### config.mk
export PLATFORM = sky130hd
export DESIGN_NAME = apb_node_pipe
export DESIGN_NICKNAME = d
export VERILOG_FILES = /design/src/rtl/apb_node_pkg.sv /design/src/rtl/apb_node_decode.sv /design/src/rtl/apb_node_pipe.sv
export SDC_FILE = /design/constraint.sdc
export NUM_CORES = 1
export LEC_CHECK = 0
export BUFFER_PORTS_ARGS = -buffer_cell sky130_fd_sc_hd__buf_2
export CAP_MARGIN = 10
export CORE_AREA = 10 10 548 550
export DETAILED_ROUTE_END_ITERATION = 6
export DIE_AREA = 0 0 558 560
export GPL_ROUTABILITY_DRIVEN = 0
export PLACE_DENSITY = 0.3
export REMOVE_ABC_BUFFERS = 1
export SYNTH_ARGS = -nofsm -noshare
export SYNTH_HDL_FRONTEND = slang
export SYNTH_SLANG_ARGS = --single-unit
### constraint.sdc
create_clock -name clk_i -period 3.2 [get_ports clk_i]
set_input_delay 0 -clock clk_i [delete_from_list [all_inputs] [get_ports clk_i]]
set_output_delay 0 -clock clk_i [all_outputs]
set_load 0.005 [all_outputs]
### src/rtl/apb_node_pkg.sv
// Shared types and constants for the registered APB demux node (apb_node_pipe).
package apb_node_pkg;

   typedef enum logic [2:0] {
      NODE_IDLE   = 3'd0,
      NODE_SETUP  = 3'd1,
      NODE_ACCESS = 3'd2,
      NODE_RESP   = 3'd3,
      NODE_ERR    = 3'd4
   } node_state_e;

   // Read data returned on unmapped-address and watchdog error responses.
   localparam logic [31:0] NODE_ERR_RDATA = 32'h0000_0000;

endpackage

### src/rtl/apb_node_decode.sv
// Address decoder: inclusive per-port range compare; lowest-index port wins on overlap.
module apb_node_decode #(
   parameter int NB_MASTER      = 8,
   parameter int APB_ADDR_WIDTH = 32,
   parameter int IDX_W          = 3
) (
   input  logic [APB_ADDR_WIDTH-1:0]           addr,
   input  logic [NB_MASTER*APB_ADDR_WIDTH-1:0] start_addr,
   input  logic [NB_MASTER*APB_ADDR_WIDTH-1:0] end_addr,
   output logic                                hit,
   output logic [IDX_W-1:0]                    idx
);

   // Scan from the top index downwards so the lowest matching port is the last write.
   always_comb begin
      hit = 1'b0;
      idx = '0;
      for (int i = NB_MASTER - 1; i >= 0; i--) begin
         if ((addr >= start_addr[i*APB_ADDR_WIDTH +: APB_ADDR_WIDTH]) &&
             (addr <= end_addr[i*APB_ADDR_WIDTH +: APB_ADDR_WIDTH])) begin
            hit = 1'b1;
            idx = IDX_W'(i);
         end
      end
   end

endmodule

### src/rtl/apb_node_pipe.sv
// Registered 1-to-NB_MASTER APB demux node with unmapped-address error response.
// Optional ACCESS watchdog enabled by defining APB_NODE_TIMEOUT_EN.
module apb_node_pipe
   import apb_node_pkg::*;
#(
   parameter int NB_MASTER      = 8,
   parameter int APB_ADDR_WIDTH = 32,
   parameter int APB_DATA_WIDTH = 32,
   parameter int TIMEOUT_CYCLES = 256
) (
   input  logic                                clk_i,
   input  logic                                rst_i,
   input  logic                                psel_i,
   input  logic                                penable_i,
   input  logic                                pwrite_i,
   input  logic [APB_ADDR_WIDTH-1:0]           paddr_i,
   input  logic [APB_DATA_WIDTH-1:0]           pwdata_i,
   output logic [APB_DATA_WIDTH-1:0]           prdata_o,
   output logic                                pready_o,
   output logic                                pslverr_o,
   output logic [NB_MASTER-1:0]                psel_o,
   output logic [NB_MASTER-1:0]                penable_o,
   output logic [NB_MASTER-1:0]                pwrite_o,
   output logic [NB_MASTER*APB_ADDR_WIDTH-1:0] paddr_o,
   output logic [NB_MASTER*APB_DATA_WIDTH-1:0] pwdata_o,
   input  logic [NB_MASTER*APB_DATA_WIDTH-1:0] prdata_i,
   input  logic [NB_MASTER-1:0]                pready_i,
   input  logic [NB_MASTER-1:0]                pslverr_i,
   input  logic [NB_MASTER*APB_ADDR_WIDTH-1:0] start_addr_i,
   input  logic [NB_MASTER*APB_ADDR_WIDTH-1:0] end_addr_i
);

   localparam int IDX_W = (NB_MASTER > 1) ? $clog2(NB_MASTER) : 1;
   localparam int CNT_W = $clog2(TIMEOUT_CYCLES + 1);

   node_state_e               state;
   logic                      dec_hit;
   logic [IDX_W-1:0]          dec_idx;
   logic [IDX_W-1:0]          idx_p0;
   logic [APB_ADDR_WIDTH-1:0] addr_p0;
   logic [APB_DATA_WIDTH-1:0] wdata_p0;
   logic                      write_p0;
   logic                      drop_p0;
   logic [APB_DATA_WIDTH-1:0] rdata_p1;
   logic                      slverr_p1;
   logic [NB_MASTER-1:0]      sel_1h;
   logic                      tgt_ready;
   logic                      tgt_err;
   logic [APB_DATA_WIDTH-1:0] tgt_rdata;
   logic                      timeout;
   logic                      accept;

   apb_node_decode #(
      .NB_MASTER      (NB_MASTER),
      .APB_ADDR_WIDTH (APB_ADDR_WIDTH),
      .IDX_W          (IDX_W)
   ) u_decode (
      .addr       (paddr_i),
      .start_addr (start_addr_i),
      .end_addr   (end_addr_i),
      .hit        (dec_hit),
      .idx        (dec_idx)
   );

   // Selected-port one-hot and response mux driven by the captured index.
   always_comb begin
      sel_1h    = '0;
      tgt_ready = 1'b0;
      tgt_err   = 1'b0;
      tgt_rdata = '0;
      for (int i = 0; i < NB_MASTER; i++) begin
         if (idx_p0 == IDX_W'(i)) begin
            sel_1h[i] = 1'b1;
            tgt_ready = pready_i[i];
            tgt_err   = pslverr_i[i];
            tgt_rdata = prdata_i[i*APB_DATA_WIDTH +: APB_DATA_WIDTH];
         end
      end
   end

`ifdef APB_NODE_TIMEOUT_EN
   logic [CNT_W-1:0] wd_cnt;

   always_ff @(posedge clk_i or posedge rst_i) begin
      if (rst_i) begin
         wd_cnt <= '0;
      end else if (state == NODE_SETUP) begin
         wd_cnt <= '0;
      end else if (state == NODE_ACCESS) begin
         wd_cnt <= wd_cnt + 1'b1;
      end
   end

   assign timeout = (state == NODE_ACCESS) && !tgt_ready &&
                    (wd_cnt == CNT_W'(TIMEOUT_CYCLES - 1));
`else
   logic [CNT_W-1:0] unused_timeout_lim;

   assign unused_timeout_lim = CNT_W'(TIMEOUT_CYCLES - 1);
   assign timeout            = 1'b0;
`endif

   assign accept = (state == NODE_IDLE) && psel_i && !penable_i;

   // Stage p0: request capture and FSM
   always_ff @(posedge clk_i or posedge rst_i) begin
      if (rst_i) begin
         state    <= NODE_IDLE;
         idx_p0   <= '0;
         addr_p0  <= '0;
         wdata_p0 <= '0;
         write_p0 <= 1'b0;
         drop_p0  <= 1'b0;
      end else begin
         case (state)
            NODE_IDLE: begin
               if (accept) begin
                  idx_p0   <= dec_idx;
                  addr_p0  <= paddr_i;
                  wdata_p0 <= pwdata_i;
                  write_p0 <= pwrite_i;
                  drop_p0  <= 1'b0;
                  state    <= dec_hit ? NODE_SETUP : NODE_ERR;
               end
            end
            NODE_SETUP: begin
               if (!psel_i) drop_p0 <= 1'b1;
               state <= NODE_ACCESS;
            end
            NODE_ACCESS: begin
               if (!psel_i) drop_p0 <= 1'b1;
               if (tgt_ready || timeout) state <= NODE_RESP;
            end
            NODE_RESP: state <= NODE_IDLE;
            NODE_ERR:  state <= NODE_IDLE;
            default:   state <= NODE_IDLE;
         endcase
      end
   end

   // Stage p1: downstream response capture; only observed through the RESP gate below
   always_ff @(posedge clk_i) begin
      if (state == NODE_ACCESS) begin
         if (tgt_ready) begin
            rdata_p1  <= tgt_rdata;
            slverr_p1 <= tgt_err;
         end else if (timeout) begin
            rdata_p1  <= APB_DATA_WIDTH'(NODE_ERR_RDATA);
            slverr_p1 <= 1'b1;
         end
      end
   end

   assign psel_o    = ((state == NODE_SETUP) || (state == NODE_ACCESS)) ? sel_1h : '0;
   assign penable_o = (state == NODE_ACCESS) ? sel_1h : '0;
   assign pwrite_o  = {NB_MASTER{write_p0}};
   assign paddr_o   = {NB_MASTER{addr_p0}};
   assign pwdata_o  = {NB_MASTER{wdata_p0}};

   assign pready_o  = (state == NODE_ERR) || ((state == NODE_RESP) && !drop_p0);
   assign pslverr_o = (state == NODE_ERR) || ((state == NODE_RESP) && !drop_p0 && slverr_p1);
   assign prdata_o  = ((state == NODE_RESP) && !drop_p0) ? rdata_p1
                                                         : APB_DATA_WIDTH'(NODE_ERR_RDATA);

endmodule

==> results of run 1 <==
==> state kept, by name, summed over array words and instances, names as in the netlist <==
| register | count |
|---|---|
| slverr_p1 | 1 |
| wdata_p0 | 32 |
| rdata_p1 | 32 |
| idx_p0 | 3 |
| addr_p0 | 32 |
| write_p0 | 1 |
| drop_p0 | 1 |
| state | 3 |
==> metrics by stage <==
step	hold slack, ps	util [%]	setup slack [ps]	power, mW
3_3_place_gp	192	11.1	-809	14.7
4_1_cts	1.43	11.6	14.1	16.6
3_5_place_dp	196	11.1	-446	14.6
2_1_floorplan	105	-	-2020	6.96
5_1_grt	27.0	11.6	3.28	17.4
6_report	55.1	11.6	114	16.1
==> power by group through the flow <==
stage	Combinational (mW)	Sequential, mW	Clock (mW)
2_1_floorplan	3.17	3.79	0
5_1_grt	11.9	3.93	1.58
4_1_cts	11.2	3.79	1.58
3_3_place_gp	10.9	3.77	0
6_report	10.9	3.79	1.41
3_5_place_dp	10.8	3.82	0
==> routing by layer <==
layer | part of all wire [%] | track usage, % | wire length (µm) | up-vias
li1 | - | - | - | 12100
met4 | 3.2 | 3.26 | 6080 | 30
met3 | 6.5 | 2.61 | 12600 | 192
met1 | 41 | 13.7 | 79500 | 12100
met2 | 49 | 20.7 | 93900 | 1229
met5 | 0.11 | 0 | 219 | -
==> Yosys cell counts, types with 4 or more instances <==
library cell,count
a2111oi_0,8
a211o_1,6
a211oi_1,18
a21o_1,67
a21oi_1,198
a221o_1,17
a221oi_1,14
a22o_1,32
a31oi_1,5
a41oi_1,6
and2_1,32
and3_1,5
and4_1,16
buf_1,16
buf_2,4
buf_4,456
clkbuf_1,37
dfrtp_1,72
edfxtp_1,33
ha_1,512
inv_1,515
mux2_2,5
mux2i_1,42
mux4_2,10
nand2_1,347
nand2b_1,12
nand3_1,51
nand4_1,75
nor2_1,121
nor2b_1,19
nor3_1,25
nor4_1,11
o2111ai_1,4
o211ai_1,19
o21a_1,11
o21ai_0,92
o21ai_1,4
o221ai_1,16
o31a_1,4
o31ai_1,5
or3_1,5
==> worst reg2reg max path: stages, from the launching register on <==
cell and delay (ps):
dfrtp_4 620, buf_12 350, nor2b_2 410, buf_4 280, a21oi_1 110, o221ai_1 280, o21ai_0 150, nand2_1 80
dlygate4sd3_1 550
==> layout make-up <==
| type | count | area (µm²) | area share (%) |
|---|---|---|---|
| Multi-Input combinational cell | 1863 | 14300 | 42.5 |
| Antenna cell | 29 | 72.6 | 0.216 |
| Clock inverter | 7 | 88.8 | 0.264 |
| Sequential cell | 105 | 2800 | 8.34 |
| Timing Repair Buffer | 1669 | 9450 | 28.1 |
| Tap cell | 3800 | 4750 | 14.1 |
| Clock buffer | 9 | 225 | 0.670 |
| Inverter | 515 | 1940 | 5.76 |
==> path summary, 6_finish.rpt <==
| path | startpoint | end | slack (ps) | cells after the start |
|---|---|---|---|---|
| min in group asynchronous | rst_i | wdata_p0[20] | 250 | 3 |
| setup reg to reg | idx_p0[0] | rdata_p1[1] | 230 | 8 |
| hold reg to reg | drop_p0 | drop_p0 | 580 | 2 |
| hold / removal | paddr_i[2] | addr_p0[2] | 60 | 3 |
| setup / recovery | paddr_i[10] | idx_p0[2] | 110 | 13 |
| max in group asynchronous | rst_i | wdata_p0[28] | 2140 | 4 |
==> cells by family after synthesis <==
kind of cell / share of synthesized area, %
AO/OA/AOI/OAI: 16.1
adder cells (fa/ha/maj): 28.4
XOR/XNOR: 0.0389
buffers and inverters: 24.7
multiplexers: 3.11
AND/OR/NAND/NOR: 15.2
flip-flops: 12.4
==> what timing repair did <==
action                                  CTS  global route
endpoints found under the hold margin   112             0
gates resized for setup                   0             3
hold buffers                             96             0
endpoints found under the setup margin    0             9
==> results.json, run 1 <==
{
  "status": "complete, but fails checks",
  "violations": "design-rule violations",
  "cp_cell_sequence": "dlygate4sd3_1, buf_2, buf_4, ha_1, nand2_1, o21ai_0, a211oi_1, buf_4, nor4_1, o21ai_0, a22oi_1, nor3_1, a32o_1",
  "cp-start-kind": "input port",
  "fp.dieArea_um2": 312000,
  "vdd_drop_max_mv": 0.328,
  "cts_tree": "yes",
  "hold_viol": 0,
  "setup_violations": 0,
  "avgSynthCellArea_um2": 7.53,
  "final_layout_size_suffix_gt1_share_pct": 39.2,
  "pin_count": 1423,
  "numPortBuffers": 1422,
  "fmax_mhz": 324,
  "critPathKind": "input port to flip-flop",
  "vias": 25700,
  "dr.pass1.iters": 7,
  "numCtsBuffers": 9,
  "post_drt_via_cell_ratio": 3.22,
  "start_util_pct": 7.79,
  "p_sw_share_pct": 52.7,
  "clock_path_buffers": 2,
  "final_cells": 7997,
  "crit_required_ps": 3540,
  "synth-warning-count": 0,
  "max_cap_viol_count": 0,
  "synth.area.top_cells": "ha_1 28%, buf_4 15%, inv_1 8.6%, dfrtp_1 8.0%, nand2_1 5.8%",
  "crit_path_end_kind": "flip-flop",
  "synthFlopType": "dfrtp_1",
  "finClkSkew_ps": 32.4,
  "final_area_um2": 33600,
  "core-area_um2": 290000,
  "area_growth_pct": 49.1,
  "layout_commonest_cell": "buf_2",
  "synth.distinct_cells": 75,
  "avgRoutedWirePerCell_um": 24.0,
  "crit_buf_inv": 4,
  "die_y_um": 560,
  "relSlewSlack_pct": 29.4,
  "post-route-period-util_pct": 96.4,
  "cts.sink_count": 105,
  "grt_usage_pct": 11.6,
  "worst_pin_slew_ps": 1060,
  "rsz0062_at_grt": "false",
  "syn_area_um2": 22500,
  "min_path_type": "input port to flip-flop",
  "grt_pass1_vias": 27200,
  "dp_cells": 7856,
  "p_per_area_nw_per_um2": 478,
  "drc": 4,
  "grt_max_degree": 57,
  "cts_root_buffer": "clkbuf_16",
  "seq_power_share_pct": 23.6,
  "dp_hpwl_um": 175000,
  "synth_edf_count": 33,
  "cp.arrival_ps": 3420,
  "ys_seq_area_share_pct": 12.4,
  "antenna_left": 0,
  "syn-instance-count": 2996,
  "slowest_stage": "nor4_1",
  "synthArstFlopShare_pct": 68.6,
  "clock_latency_ps": 440,
  "p_switching_mw": 8.48,
  "num-fill-cells": 33900,
  "ys_seq_elements": 105,
  "p_comb_share_pct": 67.7,
  "fin_nets": 5528,
  "synthDominantCellAreaShare_pct": 28.4,
  "fin_crit_ps": 3090,
  "yosysTopAreaCell": "ha_1",
  "mostFrequentLayoutCells": "1422 x buf_2, 514 x inv_1, 512 x ha_1",
  "p_leak_nw": 18.4,
  "critPathMaxFanout": 11,
  "cpPeakStageDelay_ps": 640,
  "pwr-share-clk_pct": 8.8,
  "drt_iter0_drc": 1566,
  "cts_setup_buffers": 0,
  "maxSlewViolCount": 0,
  "antenna_found_initial": 74,
  "clk_pin_slew_worst_paths_ps": 110,
  "rows": 198,
  "placed_cell_area_um2": 32300,
  "grt_pass1_wl_um": 250000,
  "chipWidth_um": 558,
  "htreeDepth": 3,
  "setup-tns-final_ps": 0,
  "path_delay_family": "buffers and inverters",
  "p_int_mw": 7.60,
  "postRouteWirelength_um": 192000,
  "gr-total-overflow": 0
}
Power figures use the tool's default switching activity.
==> run 2, diff against run 1 <==
Settings changed: CTS_BUF_LIST set to sky130_fd_sc_hd__clkbuf_8.
==> results.json, run 2 (synthesized netlist as in run 1, its figures left out) <==
{
  "fin_nets": 5589,
  "cpPeakStageDelay_ps": 680,
  "hold_viol": 0,
  "grt_max_degree": 57,
  "vias": 26000,
  "layout_setup_ws_ps": -86.2,
  "cts_root_buffer": "clkbuf_8",
  "fin_util_pct": 11.8,
  "dp_hpwl_um": 175000,
  "antenna_found_initial": 75,
  "gr-total-overflow": 0,
  "pin_count": 1423,
  "htreeDepth": 3,
  "slowest_stage": "nor4_2",
  "die_y_um": 560,
  "violations": "negative setup slack",
  "crit_start": "paddr_i[22]",
  "dr.pass1.iters": 5,
  "mostFrequentLayoutCells": "1422 x buf_2, 514 x inv_1, 512 x ha_1",
  "multi_input_area_um2": 14300,
  "clock_path_buffers": 2,
  "critPathKind": "input port to flip-flop",
  "crit_path_end_kind": "flip-flop",
  "fin_crit_ps": 3290,
  "clock_latency_ps": 510,
  "numCtsBuffers": 9,
  "grtUsageMet3_pct": 2.57,
  "avgRoutedWirePerCell_um": 23.9,
  "post-route-period-util_pct": 103,
  "pre_cts_slack_ps": -446,
  "crit_required_ps": 3610,
  "power.total_mw": 16.1,
  "relSlewSlack_pct": 33.8,
  "r2r_start": "idx_p0[2]",
  "rows": 198,
  "critPathMaxFanout": 11,
  "antenna_left": 0,
  "vdd_drop_max_mv": 0.331,
  "chipWidth_um": 558,
  "status": "complete, but fails checks",
  "postRouteWirelength_um": 193000,
  "cts_tree": "yes",
  "reg2reg_slack_ps": 260,
  "max_cap_viol_count": 0,
  "post_drt_via_cell_ratio": 3.23,
  "start_util_pct": 7.79,
  "p_per_area_nw_per_um2": 471,
  "seq_area_um2": 2800,
  "numPortBuffers": 1422,
  "layout_commonest_cell": "buf_2",
  "grt_pass1_wl_um": 251000,
  "core-area_um2": 290000,
  "area_growth_pct": 51.4,
  "finClkSkew_ps": 43.1,
  "cp_cell_sequence": "dlygate4sd3_1, buf_2, buf_12, ha_1, nand4_1, nor4_2, buf_4, o311a_1, nor3_1, or3_4, a221oi_1, o21ai_1",
  "drt_iter0_drc": 1587,
  "cp.arrival_ps": 3700,
  "setup_violations": 2,
  "fmax_mhz": 304,
  "hold_path_startpoint": "prdata_i[161]",
  "p_leak_nw": 18.6,
  "cts.sink_count": 105,
  "worst_pin_slew_ps": 993,
  "drc": 0,
  "cp-start-kind": "input port",
  "grt_usage_pct": 11.6,
  "fp.dieArea_um2": 312000,
  "final_layout_size_suffix_gt1_share_pct": 38.7,
  "met1_usage_pct": 13.8,
  "grt-busiest-layer": "met2",
  "top_regs": "addr_p0: 32 flops, rdata_p1: 32 flops, wdata_p0: 32 flops",
  "grt_util_met2_pct": 20.7,
  "min_path_type": "input port to flip-flop",
  "num-fill-cells": 33900,
  "maxSlewViolCount": 0,
  "clk_pin_slew_worst_paths_ps": 160,
  "grt_pass1_vias": 27400,
  "setup-tns-final_ps": -137,
  "rsz0062_at_grt": "false"
}
-- run 2: cell types whose count changed in the layout (fill, tap and decap cells not counted), sizes merged --
cell	change
diode	-2
dlygate4sd3	+59
buf	+2
-- run 2: metrics by stage --
stage | hold WS, ps | std cells | cell area, µm²
finish | 111 | 8056 | 34100
global route | 29.2 | 8036 | 34100
CTS | 13.5 | 8027 | 34000
detailed placement | 196 | 7856 | 32300
global placement | 192 | 7855 | 32200
floorplan | 105 | 2483 | 18900
-- run 2: path summary, 6_finish.rpt --
| kind | to | cells past startpoint |
|---|---|---|
| min in group asynchronous | wdata_p0[20] | 3 |
| worst min-delay path | rdata_p1[1] | 6 |
| worst min register to register | addr_p0[3] | 2 |
| worst max-delay path | idx_p0[0] | 12 |
| worst max register to register | rdata_p1[29] | 9 |
| max in group asynchronous | wdata_p0[28] | 4 |
-- run 2: critical path: cells and delay by family --
kind,cells,cell delay (ps)
and+or+nand+nor,4,1380
buffers and inverters,4,1230
AOI/OAI and AO/OA,3,750
adders and majority gates,1,310
-- run 2: power breakdown --
part | total [mW] | internal, mW | switching (mW)
Sequential | 3.71 | 2.15 | 1.56
Combinational | 11.2 | 5.08 | 6.17
Clock | 1.13 | 0.379 | 0.750
-- run 2: cell type report --
class / count / area share (%)
multi-input combinational: 1863 / 41.9
timing repair buffer: 1730 / 29.5
tap: 3800 / 13.9
sequential: 105 / 8.21
inverter: 515 / 5.67
clock buffer: 9 / 0.363
clock inverter: 7 / 0.260
antenna: 27 / 0.198
-- run 2: timing repair --
action | 4_1_cts | 5_1_grt
resized for setup | 0 | 6
buffers inserted | 0 | 2
hold buffers | 155 | 0
endpoints found under the setup margin | 0 | 9
hold endpoints to repair | 131 | 0
-- run 2: layer usage --
layer,vias to the layer above,routed length [µm]
met5,-,220
met4,32,6450
met3,209,13100
met2,1199,93600
met1,12300,79200
li1,12300,-
==> run 3, diff against run 2 <==
Settings changed: ABC_AREA set to 1, CORE_AREA 10 10 548 550 to 10 10 549 551, DIE_AREA 0 0 558 560 to 0 0 559 561.
==> results.json, run 3 <==
{
  "numCtsBuffers": 9,
  "post-route-period-util_pct": 96.4,
  "avgSynthCellArea_um2": 6.67,
  "crit_required_ps": 3470,
  "maxSlewViolCount": 0,
  "final_layout_size_suffix_gt1_share_pct": 34.2,
  "synth.distinct_cells": 41,
  "dp_cells": 8297,
  "multi_input_area_um2": 13700,
  "p_leak_nw": 19.1,
  "dp_hpwl_um": 183000,
  "antenna_found_initial": 94,
  "p_per_area_nw_per_um2": 475,
  "drc": 0,
  "num-fill-cells": 34200,
  "numPortBuffers": 1422,
  "grt_pass1_vias": 28400,
  "synthArstFlopShare_pct": 68.6,
  "hold_viol": 0,
  "layout_setup_ws_ps": 116,
  "grt_pass1_wl_um": 266000,
  "relSlewSlack_pct": 33.1,
  "critPathMaxFanout": 24,
  "ys_seq_elements": 105,
  "grt_usage_pct": 12.4,
  "worstHoldEndpoint": "addr_p0[23]",
  "ys_seq_area_share_pct": 12.4,
  "clock_path_buffers": 2,
  "setup-tns-final_ps": 0,
  "yosysTopAreaCell": "ha_1",
  "reg2reg_slack_ps": 120,
  "grt_max_degree": 49,
  "die_y_um": 561,
  "syn_area_um2": 22600,
  "fin_crit_ps": 3080,
  "fin_nets": 5933,
  "rows": 198,
  "r2r_start": "idx_p0[0]",
  "fp.dieArea_um2": 314000,
  "max_cap_viol_count": 0,
  "r2r-end": "rdata_p1[29]",
  "ys_top_cells_by_count": "727 x nand2_1, 670 x inv_1, 512 x ha_1, 457 x buf_4, 275 x a21oi_1",
  "seq_area_um2": 2800,
  "area_growth_pct": 49.3,
  "min_path_type": "input port to flip-flop",
  "top_regs": "addr_p0: 32 flops, rdata_p1: 32 flops, wdata_p0: 32 flops",
  "fmax_mhz": 324,
  "synthDominantCellAreaShare_pct": 28.3,
  "cts.sink_count": 105,
  "cts_tree": "yes",
  "post_drt_via_cell_ratio": 3.16,
  "avgRoutedWirePerCell_um": 24.0,
  "mostFrequentLayoutCells": "1419 x buf_2, 727 x nand2_1, 668 x inv_1",
  "clk_pin_slew_worst_paths_ps": 170,
  "finClkSkew_ps": 45.2,
  "pre_cts_slack_ps": -383,
  "cp-start-kind": "flip-flop",
  "synth.area.top_cells": "ha_1 28%, buf_4 15%, nand2_1 12%, inv_1 11%, dfrtp_1 8.0%",
  "postRouteWirelength_um": 203000,
  "syn-instance-count": 3388,
  "synth-warning-count": 0,
  "layout_commonest_cell": "buf_2",
  "status": "complete, no violations",
  "synth.most_common_cell": "nand2_1",
  "power.total_mw": 16.0,
  "core-area_um2": 290000,
  "drt_iter0_drc": 1478,
  "vias": 26800,
  "hold_path_startpoint": "paddr_i[23]",
  "start_util_pct": 7.79,
  "synth_edf_count": 33,
  "cp.arrival_ps": 3360,
  "critPathKind": "flip-flop to flip-flop",
  "dr.pass1.iters": 5,
  "setup_violations": 0,
  "cts_setup_buffers": 0,
  "vdd_drop_max_mv": 0.376,
  "antenna_left": 0,
  "clock_latency_ps": 510,
  "pin_count": 1423,
  "cts_root_buffer": "clkbuf_8",
  "chipWidth_um": 559,
  "worst_pin_slew_ps": 1000,
  "final_cells": 8493,
  "gr-total-overflow": 0,
  "holdPathStages": 4,
  "worst_r2r_path_depth": 9,
  "synthFlopType": "dfrtp_1",
  "htreeDepth": 3,
  "crit_path_end_kind": "flip-flop"
}
[run 3: changes by cell type after synthesis, moves of 17 or more]
cell | before | now
nand2_1 | 347 | 727
inv_1 | 515 | 670
a21oi_1 | 198 | 275
nand3_1 | 51 | 113
a21o_1 | 67 | 8
mux2i_1 | 42 | 0
nor2_1 | 121 | 162
a22o_1 | 32 | 0
and2_1 | 32 | 0
nor2b_1 | 19 | 0
a221o_1 | 17 | 0
[run 3: kinds of logic after synthesis]
logic type | after synthesis | synth area share [%]
buffers and inverters | 1183 | 27.3
flip-flops | 105 | 12.4
adder cells (fa/ha/maj) | 512 | 28.3
AND/OR/NAND/NOR | 1137 | 21.1
AO/OA/AOI/OAI | 451 | 10.8
[run 3: worst max-delay path by stage]
| stage | cells past startpoint | slack (ps) | endpoint | startpoint |
|---|---|---|---|---|
| global route | 16 | -8 | state[0] | paddr_i[20] |
| detailed placement | 17 | -380 | state[0] | paddr_i[31] |
| finish | 9 | 120 | rdata_p1[29] | idx_p0[0] |
| global placement | 14 | -450 | state[0] | paddr_i[15] |
| CTS | 15 | 10 | state[0] | paddr_i[17] |
| floorplan | 7 | -2870 | idx_p0[1] | state[0] |
[run 3: cell type report]
| cell class | count | area share [%] |
|---|---|---|
| antenna | 20 | 0.148 |
| multi-input combinational | 2100 | 40.7 |
| sequential | 105 | 8.30 |
| tap | 3900 | 14.5 |
| clock inverter | 7 | 0.204 |
| timing repair buffer | 1675 | 28.3 |
| inverter | 677 | 7.54 |
| clock buffer | 9 | 0.367 |
[run 3: per-layer routing]
metal	global-route usage, %	vias up	wire, µm
met5	0	-	251
met1	14.0	12600	81300
met3	2.94	220	12200
met4	3.32	44	5840
li1	-	12800	-
met2	23.0	1152	104000
[run 3: timing repair]
action	4_1_cts	5_1_grt
setup endpoints to repair	3	8
hold buffers	160	0
pin swaps	0	1
endpoints found under the hold margin	118	0
cloned	0	0
gates resized for setup	2	11
[run 3: through the flow]
step           util [%]  instance area, µm²  hold slack, ps
2_1_floorplan         -               19000             118
6_report           11.6               33700             108
3_5_place_dp       11.0               31900             187
3_3_place_gp       11.0               31800             182
4_1_cts            11.6               33700            4.24
5_1_grt            11.6               33700            48.7
[run 3: report_power, final]
part / total [mW] / internal [mW] / switching [mW]
sequential: 3.86 / 2.09 / 1.78
clock: 1.11 / 0.310 / 0.798
combinational: 11.1 / 4.42 / 6.65
total: 16.0 / 6.82 / 9.22
[run 3: critical path: stages, from the launching register on]
cell           delay [ps]
dfrtp_4               600
buf_4                 250
nand3_1               180
buf_12                240
o21ai_0               100
a21oi_1               330
nand4_1               160
o21ai_0               130
nand3_1               160
dlygate4sd3_1         630
